<file path="src/rtl/cfi_pkg.sv">
// Shared types and constants for the commit-side control-flow-integrity exception arbiter.
package cfi_pkg;

    localparam int unsigned XLEN = 64;

    typedef struct packed {
        logic [XLEN-1:0] cause;
        logic [XLEN-1:0] tval;
        logic            valid;
    } exception_t;

    localparam logic [XLEN-1:0] CAUSE_ILLEGAL_INSTR = 64'd2;
    localparam logic [XLEN-1:0] CAUSE_BREAKPOINT    = 64'd3;

    localparam logic [1:0] CFG_CTRL   = 2'd0;
    localparam logic [1:0] CFG_THRESH = 2'd1;
    localparam logic [1:0] CFG_COUNT  = 2'd2;
    localparam logic [1:0] CFG_STATUS = 2'd3;

    localparam int unsigned CTRL_EN_BIT     = 0;
    localparam int unsigned CTRL_MASK_LSB   = 1;
    localparam int unsigned CTRL_LOCK_BIT   = 31;
    localparam int unsigned STATUS_SRC_LSB  = 8;

    // Encoding is visible through STATUS, so it is pinned explicitly.
    typedef enum logic [1:0] {
        ST_IDLE     = 2'd0,
        ST_PRESENT  = 2'd1,
        ST_COOLDOWN = 2'd2,
        ST_LOCKED   = 2'd3
    } cfi_state_e;

endpackage

</file>
<file path="src/rtl/cfi_rr_arbiter.sv">
// Combinational round-robin pick: lowest requesting index at or after the pointer, wrapping.
module cfi_rr_arbiter #(
    parameter int unsigned NR_SRC = 2,
    parameter int unsigned PTR_W  = (NR_SRC > 1) ? $clog2(NR_SRC) : 1
) (
    input  logic [NR_SRC-1:0] req_i,
    input  logic [PTR_W-1:0]  ptr_i,
    output logic [NR_SRC-1:0] gnt_o,
    output logic [PTR_W-1:0]  idx_o,
    output logic              valid_o
);

    int unsigned      sum;
    logic [PTR_W-1:0] cand;

    // NOTE: every output and temporary gets a default before the loop, so no latch can be inferred.
    always_comb begin
        gnt_o   = '0;
        idx_o   = '0;
        valid_o = 1'b0;
        sum     = 0;
        cand    = '0;
        for (int unsigned off = 0; off < NR_SRC; off++) begin
            sum = 32'(ptr_i) + off;
            if (sum >= NR_SRC) begin
                sum = sum - NR_SRC;
            end
            cand = PTR_W'(sum);
            if (!valid_o && req_i[cand]) begin
                valid_o     = 1'b1;
                gnt_o[cand] = 1'b1;
                idx_o       = cand;
            end
        end
    end

endmodule

</file>
<file path="src/rtl/cfi_exc_arbiter.sv">
// Collects checker exception pulses into sticky pending bits, presents one at a time to
// commit in round-robin order, counts violations and can lock the core past a threshold.
module cfi_exc_arbiter
    import cfi_pkg::*;
#(
    parameter int unsigned NR_SRC       = 2,
    parameter int unsigned CNT_W        = 16,
    parameter int unsigned COOLDOWN_CYC = 2
) (
    input  logic                    clk_i,
    input  logic                    rst_i,
    input  exception_t [NR_SRC-1:0] src_exc_i,
    input  logic                    exc_ack_i,
    input  logic                    cfg_we_i,
    input  logic [1:0]              cfg_addr_i,
    input  logic [31:0]             cfg_wdata_i,
    output logic [31:0]             cfg_rdata_o,
    output exception_t              exception_o,
    output logic                    halt_o
);

    localparam int unsigned PTR_W = (NR_SRC > 1) ? $clog2(NR_SRC) : 1;
    localparam int unsigned CD_W  = (COOLDOWN_CYC > 1) ? $clog2(COOLDOWN_CYC) : 1;

    cfi_state_e              state_q, state_d;
    exception_t              exc_q, exc_d;
    logic [CD_W-1:0]         cd_q, cd_d;
    logic                    grant;

    logic [NR_SRC-1:0]       pend_q;
    exception_t [NR_SRC-1:0] payload_q;
    logic [PTR_W-1:0]        ptr_q;
    logic [2:0]              last_src_q;

    logic                    global_en_q, lock_en_q;
    logic [NR_SRC-1:0]       mask_q;
    logic [CNT_W-1:0]        thresh_q, count_q;

    logic                    locked, ctrl_we, thresh_we, count_clr;
    logic [NR_SRC-1:0]       set_vec, cfg_clr, gnt_oh;
    logic [PTR_W-1:0]        gnt_idx;
    logic                    gnt_valid;
    logic                    unused_wdata;

    assign locked    = (state_q == ST_LOCKED);
    assign ctrl_we   = cfg_we_i && (cfg_addr_i == CFG_CTRL) && !locked;
    assign thresh_we = cfg_we_i && (cfg_addr_i == CFG_THRESH) && !locked;
    assign count_clr = cfg_we_i && (cfg_addr_i == CFG_COUNT);

    // A CTRL write that turns a source (or the global enable) off also drops its pending bit.
    assign cfg_clr = {NR_SRC{ctrl_we}} &
                     ~({NR_SRC{cfg_wdata_i[CTRL_EN_BIT]}} & cfg_wdata_i[CTRL_MASK_LSB +: NR_SRC]);

    assign unused_wdata = ^cfg_wdata_i[30:NR_SRC+1];

    always_comb begin
        for (int unsigned i = 0; i < NR_SRC; i++) begin
            set_vec[i] = src_exc_i[i].valid & global_en_q & mask_q[i];
        end
    end

    cfi_rr_arbiter #(
        .NR_SRC (NR_SRC),
        .PTR_W  (PTR_W)
    ) u_rr_arbiter (
        .req_i   (pend_q),
        .ptr_i   (ptr_q),
        .gnt_o   (gnt_oh),
        .idx_o   (gnt_idx),
        .valid_o (gnt_valid)
    );

    always_ff @(posedge clk_i or posedge rst_i) begin
        if (rst_i) begin
            state_q <= ST_IDLE;
            exc_q   <= '0;
            cd_q    <= '0;
        end else begin
            state_q <= state_d;
            exc_q   <= exc_d;
            cd_q    <= cd_d;
        end
    end

    always_comb begin
        state_d = state_q;
        exc_d   = exc_q;
        cd_d    = cd_q;
        grant   = 1'b0;
        unique case (state_q)
            ST_IDLE: begin
                if (gnt_valid) begin
                    grant   = 1'b1;
                    exc_d   = payload_q[gnt_idx];
                    state_d = ST_PRESENT;
                end
            end
            ST_PRESENT: begin
                if (exc_ack_i) begin
                    exc_d.valid = 1'b0;
                    if (lock_en_q && (thresh_q != '0) && (count_q >= thresh_q)) begin
                        state_d = ST_LOCKED;
                    end else begin
                        state_d = ST_COOLDOWN;
                        cd_d    = '0;
                    end
                end
            end
            ST_COOLDOWN: begin
                if (cd_q == CD_W'(COOLDOWN_CYC - 1)) begin
                    state_d = ST_IDLE;
                end else begin
                    cd_d = cd_q + CD_W'(1);
                end
            end
            ST_LOCKED: begin
                exc_d.valid = 1'b0;
            end
            default: state_d = ST_IDLE;
        endcase
    end

    // A new pulse on the source being granted keeps its pending bit alive with the new payload.
    always_ff @(posedge clk_i or posedge rst_i) begin
        if (rst_i) begin
            pend_q     <= '0;
            ptr_q      <= '0;
            last_src_q <= '0;
            count_q    <= '0;
        end else begin
            pend_q <= ((pend_q & ~(grant ? gnt_oh : '0)) | set_vec) & ~cfg_clr;
            if (grant) begin
                ptr_q      <= (gnt_idx == PTR_W'(NR_SRC - 1)) ? '0 : gnt_idx + PTR_W'(1);
                last_src_q <= 3'(gnt_idx);
                if (count_clr) begin
                    count_q <= CNT_W'(1);
                end else if (count_q != '1) begin
                    count_q <= count_q + CNT_W'(1);
                end
            end else if (count_clr) begin
                count_q <= '0;
            end
        end
    end

    // NOTE: payload storage has no reset; it is only ever read behind a set pending bit.
    always_ff @(posedge clk_i) begin
        for (int unsigned i = 0; i < NR_SRC; i++) begin
            if (set_vec[i]) begin
                payload_q[i] <= src_exc_i[i];
            end
        end
    end

    always_ff @(posedge clk_i or posedge rst_i) begin
        if (rst_i) begin
            global_en_q <= 1'b1;
            mask_q      <= '0;
            lock_en_q   <= 1'b0;
            thresh_q    <= '0;
        end else begin
            if (ctrl_we) begin
                global_en_q <= cfg_wdata_i[CTRL_EN_BIT];
                mask_q      <= cfg_wdata_i[CTRL_MASK_LSB +: NR_SRC];
                lock_en_q   <= cfg_wdata_i[CTRL_LOCK_BIT];
            end
            if (thresh_we) begin
                thresh_q <= cfg_wdata_i[CNT_W-1:0];
            end
        end
    end

    always_comb begin
        cfg_rdata_o = '0;
        unique case (cfg_addr_i)
            CFG_CTRL: begin
                cfg_rdata_o[CTRL_EN_BIT]              = global_en_q;
                cfg_rdata_o[CTRL_MASK_LSB +: NR_SRC]  = mask_q;
                cfg_rdata_o[CTRL_LOCK_BIT]            = lock_en_q;
            end
            CFG_THRESH: cfg_rdata_o[CNT_W-1:0] = thresh_q;
            CFG_COUNT:  cfg_rdata_o[CNT_W-1:0] = count_q;
            default: begin
                cfg_rdata_o[1:0]                  = state_q;
                cfg_rdata_o[STATUS_SRC_LSB +: 3]  = last_src_q;
            end
        endcase
    end

    assign exception_o = exc_q;
    assign halt_o      = locked;

endmodule

</file>
<file path="config.mk">
export PLATFORM = sky130hd
export DESIGN_NAME = cfi_exc_arbiter
export DESIGN_NICKNAME = d
export VERILOG_FILES = /design/src/rtl/cfi_pkg.sv /design/src/rtl/cfi_rr_arbiter.sv /design/src/rtl/cfi_exc_arbiter.sv
export SDC_FILE = /design/constraint.sdc
export NUM_CORES = 1
export LEC_CHECK = 0
export ABC_AREA = 1
export ABC_CLOCK_PERIOD_IN_PS = 9580
export BUFFER_PORTS_ARGS = -buffer_cell sky130_fd_sc_hd__buf_2
export CORE_ASPECT_RATIO = 2
export CORE_MARGIN = 2
export CORE_UTILIZATION = 57
export CTS_CLUSTER_SIZE = 12
export DETAILED_ROUTE_END_ITERATION = 7
export PLACE_DENSITY = 0.95
export REMOVE_ABC_BUFFERS = 1
export SYNTH_ARGS = -nofsm -noshare
export SYNTH_HDL_FRONTEND = slang
export SYNTH_HIERARCHICAL = 1
export SYNTH_SLANG_ARGS = --single-unit
</file>
<file path="constraint.sdc">
create_clock -name clk_i -period 9.58 [get_ports clk_i]
set_clock_uncertainty 0.1 [all_clocks]
set_input_delay 0.479 -clock clk_i [delete_from_list [all_inputs] [get_ports clk_i]]
set_output_delay 0.479 -clock clk_i [all_outputs]
set_load 0.03 [all_outputs]
</file>
Yosys cells after proc, flatten, opt, wreduce, memory -nomap -nowiden
Cells that the tools add are included.
{ "op_classes": {"addsub": 6, "multipliers": 0, "n_div": 0, "n_lt_le_gt_ge": 8, "eq_ne": 10, "n_shift": 0, "n_mux": 44, "bitwise": 13, "reduce_logical": 25} }
{ "ops": {"columns": ["cell", "n"], "rows": [
  ["$mux W129", 2],
  ["$mux W16", 4],
  ["$mux W1", 22],
  ["$pmux W5 S2", 2],
  ["$add A16 B1 Y16 const B", 1],
  ["$ge A16 B16 Y1", 1],
  ["$ne A16 B16 Y1 const B", 1],
  ["$reduce_bool A16 Y1", 1],
  ["$mux W2", 6],
  ["$pmux W2 S3", 2],
  ["$logic_and A1 B1 Y1", 10],
  ["$pmux W3 S3", 1],
  ["$and A2 B2 Y2", 4],
  ["$ne A2 B2 Y1 const B", 4],
  ["$eq A2 B2 Y1 const B", 3],
  ["$lt A1 B2 Y1 const B", 3],
  ["$not A2 Y2", 3],
  ["$pmux W1 S3", 2],
  ["$reduce_and A3 Y1", 2],
  ["$reduce_bool A2 Y1", 3],
  ["$reduce_bool A3 Y1", 2],
  ["$and A1 B1 Y1", 4],
  ["$eq A2 B1 Y1 const B", 2],
  ["$logic_not A2 Y1", 2],
  ["12 further kinds", 19]
]} }
{ "word_totals": {"ff_bits": 430, "latchBits": 0, "mem_bits_rw": 0, "romBits": 0, "inputBits": 296, "output_inout_bits": 162, "elab_cells": 125, "mem_count": 0} }

Depth between registers and ports, before layout
Gate-level depths: netlist (run 1).
{ "depth": {"depth_word": 15, "ltp_mapped": 15} }

Cells and area by module
The synthesis (run 1) kept the hierarchy.
{ "modules_own_cells": {"columns": ["mod", "instances", "cells_per_inst", "area_per_inst_um2", "seq_area_each_um2"], "rows": [
  ["cfi_exc_arbiter", 1, 1364, 17107.7, 12052.8],
  ["cfi_rr_arbiter", 1, 7, 30.0, 0.0]
]} }

Worst setup path before layout (run 1)
No wires, ideal clock.
{ "synth_timing": {"path_type": "register to register", "start": "register global_en_q", "end": "register payload_q[0] (netlist bit), enable pin", "setup_time_ns": 0.483, "arrival_time_ns": 3.123, "t_required_ns": 8.997, "path_slack_ns": 5.874, "stages_incl_launch_ff": 3, "cell_sequence": "dfstp_2 -> nand3_1 -> inv_1"} }
{ "synth_via": {"elab_chain_len": 2} }
{ "synth_lines": {"columns": ["item", "line_no", "text"], "rows": [
  ["start, declared", "cfi_exc_arbiter.sv:35", "logic global_en_q, lock_en_q;"],
  ["start signal, assigned", "cfi_exc_arbiter.sv:163", "global_en_q <= cfg_wdata_i[CTRL_EN_BIT];"],
  ["$and A1 B1 Y1 (2 in a row)", "cfi_exc_arbiter.sv:58", "set_vec[i] = src_exc_i[i].valid & global_en_q & mask_q[i];"],
  ["net set_vec[0]", "cfi_exc_arbiter.sv:40", "logic [NR_SRC-1:0] set_vec, cfg_clr, gnt_oh;"],
  ["end signal, assigned by index", "cfi_exc_arbiter.sv:150", "payload_q[i] <= src_exc_i[i];"],
  ["end, declared", "cfi_exc_arbiter.sv:31", "exception_t [NR_SRC-1:0] payload_q;"]
]} }
The timed path passes the listed nets, and every way through them passes these cells.
A chain may end at the register's enable or synchronous reset.

Worst setup path in the final report (run 1)
{ "layout_timing": {"start": "register pend_q[1]", "end": "register exc_q (netlist bit exception_o[36])"} }
{ "layout_lines": {"columns": ["item", "line_no", "text"], "rows": [
  ["start, declared", "cfi_exc_arbiter.sv:30", "logic [NR_SRC-1:0] pend_q;"],
  ["start signal, assigned", "cfi_exc_arbiter.sv:131", "pend_q <= ((pend_q & ~(grant ? gnt_oh : '0)) | set_vec) & ~cfg_clr;"],
  ["$mux W1 (implied by the code) (2 in a row)", "cfi_rr_arbiter.sv:29", "if (!valid_o && req_i[cand]) begin"],
  ["$mux W1", "cfi_rr_arbiter.sv:29", null],
  ["$logic_not A1 Y1", "cfi_rr_arbiter.sv:29", null],
  ["$logic_and A1 B1 Y1", "cfi_rr_arbiter.sv:29", null],
  ["$mux W1 (*)", "cfi_rr_arbiter.sv:29", null],
  ["net gnt_valid", "cfi_exc_arbiter.sv:42", "logic gnt_valid;"],
  ["$reduce_and A2 Y1 (no line) (*)", null, null],
  ["end signal, assigned", "cfi_exc_arbiter.sv:76", "exc_q <= '0;"],
  ["end signal, assigned", "cfi_exc_arbiter.sv:80", "exc_q <= exc_d;"],
  ["end, declared", "cfi_exc_arbiter.sv:26", "exception_t exc_q, exc_d;"]
]} }
The timed path passes the listed nets; every way through them passes the cells marked *. The select of a mux whose other input is x is not followed.

==> impl_metrics.tcl, run 1 <==
set metrics [dict create \
    cts_resized 0 \
    cts_tree "yes" \
    overflow 0 \
    ys_seq_elements 430 \
    ctsHtreeMaxLevel 2 \
    period_needed_ns 3.71 \
    finalSetupViolCount 0 \
    clkLatencyLatePin_ns 0.56 \
    path_clk_slew_ns 0.07 \
    fillers 1649 \
    timing.rr.start "pend_q[1]$_DFF_PP0_" \
    cts_setup_buffers 0 \
    syn_inst 1371 \
    clockPowerShare_pct 23.7 \
    wirelength_mm 57.4 \
    crit_fanout 75 \
    power_switching_uw 2720 \
    critPathRequiredTime_ns 9.84 \
    core_area_um2 29500 \
    dr.pass1.iters 6 \
    p_seq_share_pct 42.7 \
    hpwlAfterDp_mm 31.6 \
    avgSynthCellArea_um2 12.5 \
    first_iter_violations 1600 \
    r2r_slack_ns 5.87 \
    vias_per_cell 6.07 \
    hold_violations 0 \
    timing.hold.ws_ns 0.00900 \
    grt_pass1_wl_mm 83.7 \
    hold_start "src_exc_i[77]" \
    grt_max_degree 86 \
    grt.total_usage_pct 34.9 \
    tightest_slew_ns 1.13 \
    rows 89 \
    run_status "finished clean" \
    netlist_area_um2 17100 \
    die_w_um 127 \
    worstSetupEndpointType "flop" \
    drc_errors 0 \
    layout_common_cells "buf_2, edfxtp_1, nand2_1" \
    whs_path_depth 1 \
    dp_slack_ns 6.03 \
    placed_area_um2 19500 \
    final_common_cell "buf_2" \
    clock-sinks 430 \
    power_density_nw_per_um2 308 \
    start_util_pct 58.1 \
    crit-reg2reg-capture "exception_o[36]$_DFFE_PP0P_" \
    grt_pass1_vias 14500 \
    ys_warn_count 6 \
    die_h_um 249 \
    antenna_found_initial 17 \
    vias 14100 \
    whs_endpoint "payload_q[77]$_DFFE_PP_" \
    port_buffers 427 \
    max_freq_mhz 269 \
    fin_area_um2 22100 \
    drive_gt1_share_pct 29.2 \
    crit_start "pend_q[1]$_DFF_PP0_" \
    place_congestion 0.917 \
    p_leak_uw 0.0102 \
    vdd_drop_max_v 0.000315 \
    area_growth_pct 28.8 \
    worst_r2r_path_depth 6 \
    fin_nets 2226 \
    cap_violations 0 \
    slew-limit-headroom_pct 24.6 \
    wl_per_cell_um 24.7 \
    final.period_utilization_pct 38.8 \
    ys_types 43 \
    seq_area_frac_synth_pct 70.3 \
    switching_share_pct 40.0 \
    ioPinCount 458 \
    combPwrFrac_pct 33.6 \
    fin_ws_ns 5.87 \
    cts_inserted_buffers 42 \
    final.setup.tns_ns 0 \
    maxSlewViolCount 0 \
    crit_type "flop to flop" \
    die_area_um2 31600 \
    ant_nets 0 \
    p_int_uw 4080 \
    cts-root-buf "clkbuf_16" \
    rsz0062_at_grt "false" \
    hp-class "primary input to flop" \
    cp-start-kind "flop" \
    worstPathArrival_ns 3.97 \
    hold_buffers 117 \
    cts_buffer_depth 3 \
]
state kept, by name, indices dropped and copies added, names as in the netlist:
name / flops
thresh_q: 16
last_src_q: 1
pend_q: 2
payload_q: 258
ptr_q: 1
state_q: 2
exception_o: 129
global_en_q: 1
lock_en_q: 1
cd_q: 1
count_q: 16
mask_q: 2
worst max-delay path by stage:
stage                                   to  slack [ns]  cells past startpoint
2_1_floorplan   exception_o[0]$_DFFE_PP0P_        0.89                      3
4_1_cts        exception_o[36]$_DFFE_PP0P_        6.03                      6
5_1_grt        exception_o[41]$_DFFE_PP0P_        5.70                      6
3_3_place_gp   exception_o[37]$_DFFE_PP0P_        6.19                      6
3_5_place_dp   exception_o[36]$_DFFE_PP0P_        6.03                      6
6_report       exception_o[36]$_DFFE_PP0P_        5.87                      6
cell type report:
type	count	area (µm²)	area share, %
timing repair buffer	563	3480	15.8
multi-input combinational	671	3970	18.0
tap	364	455	2.06
inverter	201	772	3.50
antenna	19	47.5	0.215
clock inverter	2	32.5	0.147
sequential	430	12100	54.6
clock buffer	76	1260	5.72
metal layers:
metal	vias to the layer above	track usage (%)	routed length, µm
li1	5785	-	-
met2	1216	59.3	29300
met4	0	23.6	5030
met3	342	7.26	5350
met1	6787	38.9	17800
met5	-	0	0
stage by stage:
step / std cells / util (%) / total power (µW)
after global placement: 2102 / 65.9 / 4870
after CTS: 2297 / 74.3 / 6620
final: 2326 / 74.8 / 6800
after floorplan: 1302 / - / 4240
after detailed placement: 2102 / 65.9 / 5000
after global routing: 2325 / 74.8 / 7020
synthesized netlist by cell type, drive strengths merged:
master	number	area [µm²]
o21a	3	22.5
nand3b	1	7.51
a21oi	51	259
o32ai	1	8.76
clkinv	1	3.75
mux2	1	11.3
nand2	216	836
nand3	143	716
inv	200	751
ha	21	263
nand4	9	77.6
o21ai	16	80.1
nor3	4	20.0
clkbuf	42	158
xor2	2	17.5
dfstp	1	26.3
o211ai	130	1280
a41oi	1	8.76
a221oi	2	17.5
or2	1	6.26
nor2	45	193
a31oi	2	12.5
o31ai	1	7.51
o21bai	1	7.51
buf	41	279
edfxtp	258	7750
a21boi	1	7.51
a22oi	4	30.0
dfrtp	171	4280
conb	1	3.75
power by group through the flow:
stage                     Sequential, µW  Clock [µW]  Combinational (µW)
after detailed placement            2860           0                2140
after global placement              2830           0                2030
after global routing                2930        1690                2410
after CTS                           2840        1580                2190
after floorplan                     3330           0                 906
final                               2900        1610                2280
worst max-delay path, stage by stage (launching register included):
cell and delay [ns]:
dfrtp_1 0.40, inv_1 0.15, nand2_1 0.15, nand2_4 0.50, or2_4 0.83, buf_4 0.96
o211ai_1 0.32
kinds of logic (layout without fill, tap and decap cells):
kind of cell             Yosys count  in the layout  share of synthesized area, %
flip-flops                       430            430                          70.3
AND/OR/NAND/NOR                  419            419                          10.8
adder cells (fa/ha/maj)           21             21                          1.53
multiplexers                       1              1                        0.0657
AO/OA/AOI/OAI                    213            213                          10.2
XOR/XNOR                           2              2                         0.102
buffers and inverters            284            842                          6.95
other                              1             34                        0.0219
No activity file was read; power rests on OpenSTA's default activity.
==> inputs of run 2 (changes only) <==
--- a/config.mk
+++ b/config.mk
@@ -6,14 +6,14 @@
 export NUM_CORES = 1
 export LEC_CHECK = 0
 export ABC_AREA = 1
-export ABC_CLOCK_PERIOD_IN_PS = 9580
+export ABC_CLOCK_PERIOD_IN_PS = 3700
 export BUFFER_PORTS_ARGS = -buffer_cell sky130_fd_sc_hd__buf_2
 export CORE_ASPECT_RATIO = 2
 export CORE_MARGIN = 2
-export CORE_UTILIZATION = 57
+export CORE_UTILIZATION = 53
 export CTS_CLUSTER_SIZE = 12
 export DETAILED_ROUTE_END_ITERATION = 7
-export PLACE_DENSITY = 0.95
+export PLACE_DENSITY = 0.91
 export REMOVE_ABC_BUFFERS = 1
 export SYNTH_ARGS = -nofsm -noshare
 export SYNTH_HDL_FRONTEND = slang
==> constraint.sdc (replaced) <==
create_clock -name clk_i -period 3.7 [get_ports clk_i]
set_clock_uncertainty 0.1 [all_clocks]
set_input_delay 0.185 -clock clk_i [delete_from_list [all_inputs] [get_ports clk_i]]
set_output_delay 0.185 -clock clk_i [all_outputs]
set_load 0.03 [all_outputs]
==> run 2 against run 1 <==
Net effect: cell count rose by 8.9%; worst setup slack worse by 4.7 ns; sequential share of layout area shrank 3.6 points; critical endpoint is now exception_o[90]$_DFFE_PP0P_; via count increased by 1.7%; combinational power grew to 2.7 times the previous value; maximum frequency is 46% higher; sequential power rose to 2.6 times the previous value; utilization down 0.89 points; design area rose by 7.1%.
==> impl_metrics.tcl, run 2 (synthesis results as in run 1) <==
set metrics [dict create \
    clkLatencyLatePin_ns 0.54 \
    final_util_pct 73.9 \
    crit_path_max_incr_delay_ns 0.56 \
    rows 93 \
    grt_max_degree 98 \
    whs_endpoint "global_en_q$_DFFE_PP1P_" \
    fillers 1824 \
    final.period_utilization_pct 68.9 \
    cts_tree "yes" \
    first_iter_violations 1424 \
    crit_slowest_cell "buf_4" \
    antenna_found_initial 7 \
    finalSetupViolCount 0 \
    ctsHtreeMaxLevel 2 \
    cts-root-buf "clkbuf_16" \
    hold_start "cfg_we_i" \
    start_util_pct 53.6 \
    maxSlewViolCount 0 \
    wirelength_mm 58.7 \
    power_density_nw_per_um2 744 \
    slew-limit-headroom_pct 32.2 \
    cts_buffer_depth 3 \
    rsz0062_at_grt "false" \
    cts_inserted_buffers 42 \
    worstSetupEndpointType "flop" \
    fin_area_um2 23600 \
    cp-start-kind "flop" \
    run_status "finished clean" \
    dp_slack_ns 1.28 \
    crit_type "flop to flop" \
    die_w_um 131 \
    timing.hold.ws_ns 0.104 \
    ioPinCount 458 \
    worstPathArrival_ns 2.90 \
    vdd_drop_max_v 0.000731 \
    critPathRequiredTime_ns 4.05 \
    worst_r2r_path_depth 7 \
    vias 14400 \
    port_buffers 427 \
    grt.total_usage_pct 34.1 \
    path_clk_slew_ns 0.06 \
    cap_violations 0 \
    fin_ws_ns 1.15 \
    cp_cell_sequence "inv_1 > nand2_1 > nand2_4 > inv_4 > buf_4 > nand3_1 > o211ai_1" \
    ant_nets 0 \
    hp-class "primary input to flop" \
    overflow 0 \
    multi_input_area_um2 3970 \
    place_congestion 0.925 \
    regArea_um2 12100 \
    crit_fanout 57 \
    placed_area_um2 19600 \
    final_cells 2532 \
    cts_setup_buffers 0 \
    top_register "payload_q" \
    vias_per_cell 5.67 \
    grt_pass1_wl_mm 87.6 \
    fin_nets 2382 \
    largest_reg_flops 258 \
    core_area_um2 32000 \
    hpwlAfterDp_mm 31.4 \
    tightest_slew_ns 1.02 \
    cp_num_buf_inv 3 \
    final_common_cell "buf_2" \
    die_h_um 258 \
    crit-reg2reg-capture "exception_o[90]$_DFFE_PP0P_" \
    grt_pass1_vias 15300 \
    p_leak_uw 0.0108 \
    timing.rr.start "pend_q[0]$_DFF_PP0_" \
    clock-sinks 430 \
    path_delay_family "buffers and inverters" \
    whs_path_depth 3 \
    layout_common_cells "buf_2, dlygate4sd3_1, edfxtp_1" \
    path_depth 7 \
    max_freq_mhz 392 \
    drive_gt1_share_pct 27.2 \
    dr.pass1.iters 6 \
    drc_errors 0 \
    area_growth_pct 37.9 \
    hold_violations 0 \
    wl_per_cell_um 23.2 \
    dp_cells 2171 \
    r2r_slack_ns 1.15 \
    die_area_um2 33900 \
    period_needed_ns 2.55 \
]
[run 2: cell count changes in the layout (fill, tap and decap cells not counted), sizes merged]
| cell | before | now |
|---|---|---|
| dlygate4sd3 | 127 | 277 |
| clkbuf | 76 | 71 |
| diode | 19 | 8 |
| clkinv | 3 | 4 |
| inv | 200 | 202 |
| buf | 436 | 442 |
[run 2: how the worst max path moves through the flow]
stage | from | end | slack (ns)
6_report | pend_q[0]$_DFF_PP0_ | exception_o[90]$_DFFE_PP0P_ | 1.15
5_1_grt | pend_q[0]$_DFF_PP0_ | exception_o[23]$_DFFE_PP0P_ | 1.11
4_1_cts | pend_q[0]$_DFF_PP0_ | exception_o[96]$_DFFE_PP0P_ | 1.28
3_5_place_dp | cfg_addr_i[1] | thresh_q[10]$_DFFE_PP0P_ | 1.28
3_3_place_gp | cfg_addr_i[1] | thresh_q[10]$_DFFE_PP0P_ | 1.34
2_1_floorplan | pend_q[0]$_DFF_PP0_ | exception_o[0]$_DFFE_PP0P_ | -4.99
[run 2: repair_timing]
action                    in CTS  in global routing
hold endpoints to repair     377                  0
resized for setup              0                  0
hold buffers                 277                  0
[run 2: per-layer routing]
metal / track usage (%) / share of wire [%] / vias to the layer above
met4: 22.7 / 7.8 / 0
met1: 36.3 / 31 / 6888
met3: 5.63 / 8.0 / 285
met5: 0 / 0 / -
met2: 61.8 / 53 / 1110
li1: - / - / 6086
[run 2: worst register-to-register path, stage by stage (launching register included)]
cell	delay [ns]
dfrtp_1	0.43
inv_1	0.09
nand2_1	0.19
nand2_4	0.11
inv_4	0.53
buf_4	0.60
nand3_1	0.25
o211ai_1	0.17
[run 2: area by class of cell]
class	instances	area share [%]
inverter	201	3.27
multi-input combinational	671	16.8
antenna	8	0.0847
clock buffer	71	5.00
clock inverter	5	0.122
sequential	430	51.0
tap	427	2.26
timing repair buffer	719	21.5
[run 2: power by group]
| part | leakage, µW | total [µW] | internal [µW] | switching, µW |
|---|---|---|---|---|
| combinational | 0.00568 | 6080 | 1710 | 4370 |
| clock | 0.000581 | 3990 | 2170 | 1810 |
| sequential | 0.00454 | 7520 | 6690 | 837 |
| total | 0.0108 | 17600 | 10600 | 7020 |
[run 2: stage by stage]
| step | setup TNS (ns) | total power (µW) |
|---|---|---|
| CTS | 0 | 17100 |
| floorplan | -881.95 | 10900 |
| finish | 0 | 17600 |
| detailed placement | 0 | 13000 |
| global route | 0 | 18200 |
| global placement | 0 | 12700 |
==> inputs of run 3 (changes only) <==
--- a/config.mk
+++ b/config.mk
@@ -6,14 +6,14 @@
 export NUM_CORES = 1
 export LEC_CHECK = 0
 export ABC_AREA = 1
-export ABC_CLOCK_PERIOD_IN_PS = 3700
+export ABC_CLOCK_PERIOD_IN_PS = 2100
 export BUFFER_PORTS_ARGS = -buffer_cell sky130_fd_sc_hd__buf_2
 export CORE_ASPECT_RATIO = 2
 export CORE_MARGIN = 2
-export CORE_UTILIZATION = 53
+export CORE_UTILIZATION = 48
 export CTS_CLUSTER_SIZE = 12
 export DETAILED_ROUTE_END_ITERATION = 7
-export PLACE_DENSITY = 0.91
+export PLACE_DENSITY = 0.88
 export REMOVE_ABC_BUFFERS = 1
 export SYNTH_ARGS = -nofsm -noshare
 export SYNTH_HDL_FRONTEND = slang
==> constraint.sdc (replaced) <==
create_clock -name clk_i -period 2.1 [get_ports clk_i]
set_clock_uncertainty 0.1 [all_clocks]
set_input_delay 0.105 -clock clk_i [delete_from_list [all_inputs] [get_ports clk_i]]
set_output_delay 0.105 -clock clk_i [all_outputs]
set_load 0.03 [all_outputs]
==> run 3 against run 2 <==
Net effect: total power increased by 80%; worst setup slack got worse by 1.1 ns; critical path depth decreased by 1; design area increased by 1.8%; first-iteration DRC count decreased by 17%; hold slack got worse by 0.015 ns; non-clock buffer count increased by 17; global-route usage decreased by 2.6 points; combinational power increased by 81%; cell count increased by 1.5%; via count about the same; sequential power increased by 76%; largest power group unchanged.
==> impl_metrics.tcl, run 3 (synthesis results as in run 1) <==
set metrics [dict create \
    cts_setup_buffers 0 \
    rows 97 \
    critPathRequiredTime_ns 2.45 \
    clkLatencyLatePin_ns 0.54 \
    power_density_nw_per_um2 1320 \
    grt_pass1_vias 15400 \
    die_w_um 138 \
    wirelength_mm 59.2 \
    run_status "finished clean" \
    place_congestion 0.901 \
    dp_slack_ns 0.162 \
    final_util_pct 68.6 \
    cap_violations 0 \
    wl_per_cell_um 23.0 \
    core_area_um2 35100 \
    cts-root-buf "clkbuf_16" \
    vdd_drop_max_v 0.00100 \
    worst_r2r_path_depth 6 \
    grt_max_degree 88 \
    maxSlewViolCount 0 \
    die_area_um2 37300 \
    ioPinCount 458 \
    max_freq_mhz 499 \
    antenna_found_initial 5 \
    drc_errors 0 \
    path_clk_slew_ns 0.06 \
    vias 14400 \
    overflow 0 \
    hold_violations 0 \
    r2r_slack_ns 0.1 \
    top_register "payload_q" \
    fin_ws_ns 0.0970 \
    grt_pass1_wl_mm 87.5 \
    ant_nets 0 \
    crit_fanout 46 \
    p_leak_uw 0.0110 \
    cp-start-kind "flop" \
    clock-sinks 430 \
    area_growth_pct 40.4 \
    largest_reg_flops 258 \
    endpoint "exception_o[103]$_DFFE_PP0P_" \
    crit-reg2reg-capture "exception_o[103]$_DFFE_PP0P_" \
    drive_gt1_share_pct 28.0 \
    port_buffers 427 \
    fin_nets 2400 \
    tightest_slew_ns 0.624 \
    dp_cells 2205 \
    crit_type "flop to flop" \
    first_iter_violations 1182 \
    period_needed_ns 2.00 \
    ctsHtreeMaxLevel 2 \
    rsz0062_at_grt "false" \
    hpwlAfterDp_mm 33.2 \
    worstSetupEndpointType "flop" \
    vias_per_cell 5.59 \
    crit_start "pend_q[1]$_DFF_PP0_" \
    timing.rr.start "pend_q[1]$_DFF_PP0_" \
    hp-class "primary input to asynchronous set/reset pin" \
    die_h_um 271 \
    cts_buffer_depth 3 \
    start_util_pct 48.9 \
    power_uw 31600 \
    grt.total_usage_pct 31.5 \
    finalSetupViolCount 0 \
    layout_common_cells "buf_2, dlygate4sd3_1, edfxtp_1" \
    cts_tree "yes" \
    final_cells 2569 \
    dr.pass1.iters 5 \
    final.period_utilization_pct 95.4 \
    final_common_cell "buf_2" \
    cts_inserted_buffers 43 \
    worstPathArrival_ns 2.35 \
    slew-limit-headroom_pct 58.4 \
]
-- run 3: cell count changes in the layout (fill, tap and decap cells not counted), moves of 2 or more --
cell,delta
buf_12,+10
buf_4,+5
clkbuf_8,+5
clkbuf_1,-2
clkbuf_16,+2
-- run 3: worst max-delay path, cell delays in order, from the launching register on --
cell and delay (ns):
dfrtp_1 0.40, inv_1 0.15, nand2_1 0.18, nand2_4 0.15
buf_4 0.49, nand2_1 0.22, o211ai_2 0.14
-- run 3: repair_timing --
item,4_1_cts,5_1_grt
hold buffers,278,0
resized for setup,0,3
endpoints found under the setup margin,0,3
hold endpoints to repair,437,0
-- run 3: layout make-up --
cell class	instances	area, µm²
Antenna cell	7	17.5
Fill cell	2185	11000
Inverter	201	772
Sequential cell	430	12100
Tap cell	445	557
Clock inverter	3	21.3
Clock buffer	76	1290
Timing Repair Buffer	736	5360
Multi-Input combinational cell	671	3980
-- run 3: routing by layer --
layer | vias up | part of all wire (%) | track usage [%]
met2 | 1071 | 51 | 54.2
li1 | 6117 | - | -
met5 | - | 0 | 0
met3 | 335 | 7.7 | 6.14
met4 | 0 | 8.7 | 22.5
met1 | 6838 | 32 | 33.8
-- run 3: worst min path at each step --
stage / endpoint / startpoint / slack, ns
2_1_floorplan: payload_q[0]$_DFFE_PP_ / src_exc_i[0] / 0.10
3_3_place_gp: exception_o[6]$_DFFE_PP0P_ / rst_i / 0.09
3_5_place_dp: exception_o[6]$_DFFE_PP0P_ / rst_i / 0.10
4_1_cts: pend_q[0]$_DFF_PP0_ / rst_i / 0.08
5_1_grt: exception_o[50]$_DFFE_PP0P_ / rst_i / 0.11
6_report: thresh_q[5]$_DFFE_PP0P_ / rst_i / 0.09
-- run 3: through the flow --
stage / TNS [ns] / hold WS, ns / area, µm²
after detailed placement: 0 / 0.101 / 19900
after global placement: 0 / 0.0878 / 19900
final: 0 / 0.0886 / 24100
after floorplan: -1794.05 / 0.104 / 16800
after CTS: 0 / 0.0761 / 24000
after global routing: 0 / 0.113 / 24100
-- run 3: where the power goes --
part | internal [µW] | leakage (µW) | switching, µW
logic | 3260 | 0.00581 | 7750
clock network | 4160 | 0.000635 | 3290
registers | 11800 | 0.00454 | 1420
total | 19200 | 0.0110 | 12500
